==> src/rtl/acca_mul_pipe_if.sv <==
// rtl/acca_mul_pipe_if.sv - operand/result handshake bundle for acca_mul_pipe
interface acca_mul_pipe_if #(
  parameter int WIDTH = 8
);
  logic               in_valid;
  logic               in_ready;
  logic [WIDTH-1:0]   a;
  logic [WIDTH-1:0]   b;
  logic [3:0]         mode;
  logic               out_valid;
  logic               out_ready;
  logic [2*WIDTH-1:0] prod;
  logic [15:0]        op_count;

  modport master (
    output in_valid, a, b, mode, out_ready,
    input  in_ready, out_valid, prod, op_count
  );

  modport slave (
    input  in_valid, a, b, mode, out_ready,
    output in_ready, out_valid, prod, op_count
  );
endinterface

==> src/rtl/acca_mul_pipe.sv <==
// rtl/acca_mul_pipe.sv - 3-stage approximate quadrant multiplier with valid/ready
module acca_mul_pipe #(
  parameter int WIDTH    = 8,
  parameter int APX_BITS = 2
) (
  input  logic            clk,
  input  logic            rst_n,
  acca_mul_pipe_if.slave  bus
);
  localparam int H  = WIDTH / 2;
  localparam int PW = 2 * WIDTH;
  localparam logic [H-1:0] APX_M = H'((1 << APX_BITS) - 1);
  localparam logic [H-1:0] KEEP  = ~APX_M;

  logic             en;
  logic             accept;

  logic [WIDTH-1:0] a1_q, b1_q;
  logic [3:0]       mode1_q;
  logic             v1_q;

  logic [WIDTH-1:0] hh_q, hl_q, lh_q, ll_q;
  logic [WIDTH-1:0] hh_d, hl_d, lh_d, ll_d;
  logic             v2_q;

  logic [PW-1:0]    prod_q, prod_d;
  logic             out_valid_q;
  logic [15:0]      op_count_q, op_count_d;

  function automatic logic [WIDTH-1:0] quad(input logic [H-1:0] x,
                                            input logic [H-1:0] y,
                                            input logic         apx);
    logic [H-1:0] xm;
    logic [H-1:0] ym;
    xm = apx ? (x & KEEP) : x;
    ym = apx ? (y & KEEP) : y;
    return {{H{1'b0}}, xm} * {{H{1'b0}}, ym};
  endfunction

  // The whole pipe moves as one; any stalled result freezes every stage.
  assign en     = !out_valid_q || bus.out_ready;
  assign accept = bus.in_valid && en;

  always_comb begin
    hh_d = quad(a1_q[WIDTH-1:H], b1_q[WIDTH-1:H], mode1_q[3]);
    hl_d = quad(a1_q[WIDTH-1:H], b1_q[H-1:0],     mode1_q[2]);
    lh_d = quad(a1_q[H-1:0],     b1_q[WIDTH-1:H], mode1_q[1]);
    ll_d = quad(a1_q[H-1:0],     b1_q[H-1:0],     mode1_q[0]);
  end

  // Sum of the four half-width products never exceeds 2*WIDTH bits.
  always_comb begin
    prod_d = {hh_q, {WIDTH{1'b0}}}
           + {{H{1'b0}}, hl_q, {H{1'b0}}}
           + {{H{1'b0}}, lh_q, {H{1'b0}}}
           + {{WIDTH{1'b0}}, ll_q};
  end

  always_comb begin
    op_count_d = op_count_q;
    if (accept && (op_count_q != 16'hFFFF)) begin
      op_count_d = op_count_q + 16'd1;
    end
  end

  always_ff @(posedge clk or negedge rst_n) begin
    if (!rst_n) begin
      a1_q        <= '0;
      b1_q        <= '0;
      mode1_q     <= '0;
      v1_q        <= 1'b0;
      hh_q        <= '0;
      hl_q        <= '0;
      lh_q        <= '0;
      ll_q        <= '0;
      v2_q        <= 1'b0;
      prod_q      <= '0;
      out_valid_q <= 1'b0;
      op_count_q  <= '0;
    end else begin
      op_count_q <= op_count_d;
      if (en) begin
        a1_q        <= bus.a;
        b1_q        <= bus.b;
        mode1_q     <= bus.mode;
        v1_q        <= bus.in_valid;
        hh_q        <= hh_d;
        hl_q        <= hl_d;
        lh_q        <= lh_d;
        ll_q        <= ll_d;
        v2_q        <= v1_q;
        out_valid_q <= v2_q;
        if (v2_q) begin
          prod_q <= prod_d;
        end
      end
    end
  end

  assign bus.in_ready  = en;
  assign bus.out_valid = out_valid_q;
  assign bus.prod      = prod_q;
  assign bus.op_count  = op_count_q;
endmodule

==> src/flat_wrapper.sv <==
// flat-port wrapper written by rule: the top's interface ports become plain ports
module acca_mul_pipe_flat 
#(
  parameter int WIDTH    = 8,
  parameter int APX_BITS = 2
)
  (clk, rst_n, bus_in_valid, bus_a, bus_b, bus_mode, bus_out_ready, bus_in_ready, bus_out_valid, bus_prod, bus_op_count);
  acca_mul_pipe_if #(.WIDTH(WIDTH)) bus_i ();
  input  logic clk;
  input  logic rst_n;
  input wire logic [$bits(bus_i.in_valid)-1:0] bus_in_valid;
  input wire logic [$bits(bus_i.a)-1:0] bus_a;
  input wire logic [$bits(bus_i.b)-1:0] bus_b;
  input wire logic [$bits(bus_i.mode)-1:0] bus_mode;
  input wire logic [$bits(bus_i.out_ready)-1:0] bus_out_ready;
  output wire logic [$bits(bus_i.in_ready)-1:0] bus_in_ready;
  output wire logic [$bits(bus_i.out_valid)-1:0] bus_out_valid;
  output wire logic [$bits(bus_i.prod)-1:0] bus_prod;
  output wire logic [$bits(bus_i.op_count)-1:0] bus_op_count;
  assign bus_i.in_valid = bus_in_valid;
  assign bus_i.a = bus_a;
  assign bus_i.b = bus_b;
  assign bus_i.mode = bus_mode;
  assign bus_i.out_ready = bus_out_ready;
  assign bus_in_ready = bus_i.in_ready;
  assign bus_out_valid = bus_i.out_valid;
  assign bus_prod = bus_i.prod;
  assign bus_op_count = bus_i.op_count;
  acca_mul_pipe #(.WIDTH(WIDTH), .APX_BITS(APX_BITS)) u_core (.clk(clk), .rst_n(rst_n), .bus(bus_i));
endmodule
==> config.mk <==
export PLATFORM = sky130hd
export DESIGN_NAME = acca_mul_pipe_flat
export DESIGN_NICKNAME = d
export VERILOG_FILES = /design/src/rtl/acca_mul_pipe_if.sv /design/src/rtl/acca_mul_pipe.sv /design/src/flat_wrapper.sv
export SDC_FILE = /design/constraint.sdc
export NUM_CORES = 1
export LEC_CHECK = 0
export CAP_MARGIN = 5
export CELL_PAD_IN_SITES_DETAIL_PLACEMENT = 0
export CELL_PAD_IN_SITES_GLOBAL_PLACEMENT = 1
export CORE_ASPECT_RATIO = 0.6
export CORE_MARGIN = 2
export CORE_UTILIZATION = 40
export CTS_CLUSTER_DIAMETER = 100
export DETAILED_ROUTE_END_ITERATION = 16
export PLACE_DENSITY = 0.73
export SLEW_MARGIN = 20
export SYNTH_ARGS = -nofsm -noshare
export SYNTH_HDL_FRONTEND = slang
export SYNTH_SLANG_ARGS = --single-unit
==> constraint.sdc <==
create_clock -name clk -period 3.2 [get_ports clk]
set_input_delay 0.64 -clock clk [delete_from_list [all_inputs] [get_ports clk]]
set_output_delay 0.64 -clock clk [all_outputs]
set_load 0.02 [all_outputs]
**After elaboration in Yosys (flattened, before gate mapping)**

Cells that the tools add are included.
Widths: inputs -> output; s select.

- Output and inout port bits: 34
- Logic and storage cells: 34
- Flip-flop bits (word level): 87

- $add $sub $neg: 4
- Equal/unequal tests: 1
- $mul: 4
- Reductions and logical operators: 5
- Muxes and demuxes: 8

Operators by type and width:

| kind | count |
|---|---|
| $add 16x12->16 | 2 |
| $mul 4x4->8 | 4 |
| $add 16x1->16 const B | 1 |
| $add 16x8->16 | 1 |
| $mux 2 | 8 |
| $ne 16x16->1 const B | 1 |
| $logic_and 1x1->1 | 2 |
| $reduce_and 2->1 | 1 |
| $logic_not 1->1 | 1 |
| $logic_or 1x1->1 | 1 |

**Longest topological paths before layout**

- Depth after elaboration: 4
- Mapped depth: 12

**Least setup slack after synthesis**

Ideal clock, no wire load.

- Kind: flip-flop to flip-flop
- From: reg u_core.mode1_q[0]
- To: reg u_core.ll_q[7]
- Stages on the path, launching flop included: 12
- Data arrival time: 2793 ps
- Required time: 3066 ps
- Clock period less this slack: 2927 ps
- Setup slack: 273 ps
- Buffers on the path: 0
- Path through: dfrtp_1 nor2b_1 nand2_1 fa_1 inv_1 fa_1 ha_1 a21o_1 a31o_2 a21oi_1 xor2_1 o21ai_0

- Cells in the longest elaborated chain, start to end: 2
- Elaborated cells between the ends (all ways): 3

RTL lines:

| element | RTL line | text |
|---|---|---|
| from (decl) | acca_mul_pipe.sv:19 | `logic [3:0] mode1_q;` |
| from (signal assigned) | acca_mul_pipe.sv:85 | `mode1_q <= bus.mode;` |
| $mux 2, on equally long branches | acca_mul_pipe.sv:35, acca_mul_pipe.sv:36 |  |
| $mul 4x4->8 (*) | acca_mul_pipe.sv:37 | `return {{H{1'b0}}, xm} * {{H{1'b0}}, ym};` |
| to (signal assigned) | acca_mul_pipe.sv:90 | `ll_q <= ll_d;` |
| to (decl) | acca_mul_pipe.sv:22 | `logic [WIDTH-1:0] hh_q, hl_q, lh_q, ll_q;` |

Mark *: on every way between the ends. The rest lies on a longest branch, timed or not.
A chain may end at the register's enable or synchronous reset.

**Final worst setup path**

- From: reg u_core.mode1_q[3]
- To: reg u_core.hh_q[6]

- Cells in the longest elaborated chain, start to end: 2
- Elaborated cells between the ends (all ways): 3

RTL lines:

| element | RTL line | text |
|---|---|---|
| $mux 2, on equally long branches | acca_mul_pipe.sv:35, acca_mul_pipe.sv:36 |  |
| $mul 4x4->8 (*) | acca_mul_pipe.sv:37 |  |
| to (signal assigned) | acca_mul_pipe.sv:87 | `hh_q <= hh_d;` |
| to (decl) | acca_mul_pipe.sv:22 |  |

Marks and branches as above.

==> flow_summary.json <==
{
  "outcome": "complete, no violations",
  "place_congestion": 0.842,
  "synthAdderAreaFrac_pct": 21.2,
  "power.density_nw_per_um2": 802,
  "cts_root_buf": "clkbuf_16",
  "critPathMaxStageDelay_ns": 0.56,
  "antenna_found_initial": 0,
  "crit_type": "reg2reg",
  "clkSlewWorstSetupHoldPaths_ns": 0.07,
  "worstPathCellList": "nor2b_4, nand2_2, fa_1, fa_1, inv_1, fa_1, a21o_1, a21oi_1, xor2_1, o21ai_0",
  "post_dp_cell_area_um2": 6600,
  "syn-num-nets": 694,
  "min_path_type": "in2async",
  "cts_tree": "done",
  "ir_worst_vdd_v": 0.000349,
  "vias": 4212,
  "clock_latency_ns": 0.34,
  "viasPerCell": 4.93,
  "synth.area.top_cells": "dfrtp_1, ha_1, nand2_1",
  "synth_most_common_cell": "nand2_1",
  "slew_violations": 0,
  "area.growth.synth_to_final_pct": 22.2,
  "synthTopCellsByCount": "nand2_1, dfrtp_1, ha_1, and2_1, o21ai_0",
  "critPathMaxFanout": 7,
  "start_kind": "flip-flop",
  "synth_xor_area_share_pct": 5.35,
  "period_needed_ns": 3.07,
  "dp_slack_ns": -0.0422,
  "crit_required_ns": 3.40,
  "avgRoutedWirePerCell_um": 14.8,
  "muxShareOfSynthArea_pct": 1.92,
  "whs_ns": 0.278,
  "cpMaxStageDelayCell": "fa_1",
  "avgSynthCellArea_um2": 9.75,
  "antenna_left": 0,
  "cts_made_buffers": 9,
  "setup_violations": 0,
  "gr-total-overflow": 0,
  "hpwlAfterDp_um": 9800,
  "drtIter0Drc": 155,
  "yosys.area_share.simple_pct": 22.8,
  "synth_cells": 588,
  "fin_nets": 763,
  "worstSetupEndpointType": "flip-flop",
  "grt_pass1_vias": 4421,
  "post-route-cell-area_um2": 7000,
  "synth_top_family_by_area": "simple AND/OR/NAND/NOR gates",
  "synth_top_flop_cell": "dfrtp_1",
  "grtUsageTotal_pct": 17.9,
  "hold_viol": 0,
  "p_leak_nw": 3.48,
  "synth_area_um2": 5730,
  "synth_top_cell_area_share_pct": 38.0,
  "layout_setup_ws_ns": 0.126,
  "grt_pass1_wl_um": 21700,
  "yosys_warnings": 0,
  "worstMarginPinSlew_ns": 0.608,
  "yosys.cell_types.count": 50,
  "pin_count": 58,
  "h-tree-depth": 3,
  "clock-skew-final_ns": 0.00866,
  "layout-drive-gt1-share_pct": 10.7,
  "rows": 33,
  "p_total_w": 0.00562,
  "n_antenna_cell": 0,
  "cts_hold_buf": 0,
  "ys_seq_elements": 87,
  "grt_start_max_net_pins": 60,
  "arrival_ns": 3.27,
  "cts_buffer_depth": 2,
  "maxCapViolCount": 0,
  "port_buffers": 57,
  "fmax_mhz": 325,
  "seq_area_frac_synth_pct": 38.0,
  "synth_compound_area_share_pct": 7.86,
  "synth_edf_count": 0,
  "drc": 0,
  "slew_headroom_pct": 59.5,
  "die_x_um": 159,
  "synth.largest_area_cell": "dfrtp_1",
  "crit_top_cell": "fa_1",
  "wirelength_um": 12700,
  "die-area_um2": 15300,
  "core_um2": 13800,
  "first_pass_iters": 4,
  "async_reset_ff_share_pct": 100,
  "start_util_pct": 41.4,
  "period_share_pct": 96.0,
  "die_y_um": 96.7,
  "clock_sinks": 87
}
==> where the power goes <==
part	internal, W	total, W	switching, W
registers	0.00146	0.00181	0.000350
clock network	0.000694	0.00115	0.000460
logic	0.00122	0.00265	0.00143
==> layer usage <==
layer | routed length (µm) | track usage, % | vias to the layer above
met4 | 85 | 2.63 | 0
met1 | 6830 | 27.2 | 2039
met2 | 5370 | 27.1 | 54
li1 | - | - | 2112
met5 | 0 | 0 | -
met3 | 373 | 3.45 | 7
==> area by class of cell <==
class | instances | area (µm²)
Fill cell | 1289 | 6830
Multi-Input combinational cell | 460 | 3440
Sequential cell | 87 | 2180
Timing Repair Buffer | 73 | 701
Tap cell | 192 | 240
Clock buffer | 9 | 225
Inverter | 26 | 105
Clock inverter | 7 | 104
==> repair_timing <==
| item | 4_1_cts | 5_1_grt |
|---|---|---|
| endpoints found under the setup margin | 3 | 7 |
| setup buffers | 0 | 2 |
| pin swaps | 0 | 5 |
| cloned | 0 | 0 |
| gates resized for setup | 2 | 20 |
==> path summary, 6_finish.rpt <==
path | from | end | depth (start not counted) | slack [ns]
worst max-delay path | u_core.mode1_q[3] | u_core.hh_q[6] | 10 | 0.13
min in group clk | u_core.ll_q[0] | u_core.ll_q[0] | 2 | 0.48
worst max register to register | u_core.mode1_q[3] | u_core.hh_q[6] | 10 | 0.13
worst min-delay path | rst_n | u_core.bus.prod[13] | 1 | 0.28
worst min register to register | u_core.ll_q[0] | u_core.ll_q[0] | 2 | 0.48
max in group asynchronous | rst_n | u_core.hl_q[0] | 2 | 2.28
==> sequential cells by signal (all words and copies together), names as in the netlist <==
name,count
u_core.a1_q,8
u_core.b1_q,8
u_core.bus.op_count,16
u_core.bus.out_valid,1
u_core.bus.prod,16
u_core.hh_q,8
u_core.hl_q,8
u_core.lh_q,8
u_core.ll_q,8
u_core.mode1_q,4
u_core.v1_q,1
u_core.v2_q,1
==> logic make-up (layout without fill, tap and decap cells) <==
family | Yosys count | after routing
simple gates | 257 | 257
compound gates | 76 | 76
buf+inv | 41 | 115
mux | 10 | 10
flops | 87 | 87
xor+xnor | 35 | 35
fa+ha+maj | 82 | 82
==> critical path: cells and delay by family (launching register included) <==
| family | cells | cell delay [ns] |
|---|---|---|
| adders and majority gates | 3 | 1.53 |
| AOI/OAI and AO/OA | 3 | 0.46 |
| xor gates and xnor gates | 1 | 0.18 |
| buffers and inverters | 1 | 0.07 |
| and+or+nand+nor | 2 | 0.23 |
| DFF | 1 | 0.46 |
==> cell usage in the layout (no fill, tap or decap), types with 14 or more instances in the layout <==
cell               n
and2_1            37
xor2_1            21
xnor2_1           14
a21oi_1           25
clkdlybuf4s50_1   56
buf_4             16
dfrtp_1           82
nand2_1          148
ha_1              57
fa_1              24
o21ai_0           26
inv_1             25
==> per-stage QoR <==
stage	TNS, ns	cells	utilization [%]
after floorplan	0	588	-
after global placement	0	836	47.7
after detailed placement	-0.0582	836	47.7
after CTS	0	852	50.1
after global routing	-0.0126	854	50.6
final	0	854	50.6
Note: power is estimated with default switching activity, not from simulation.
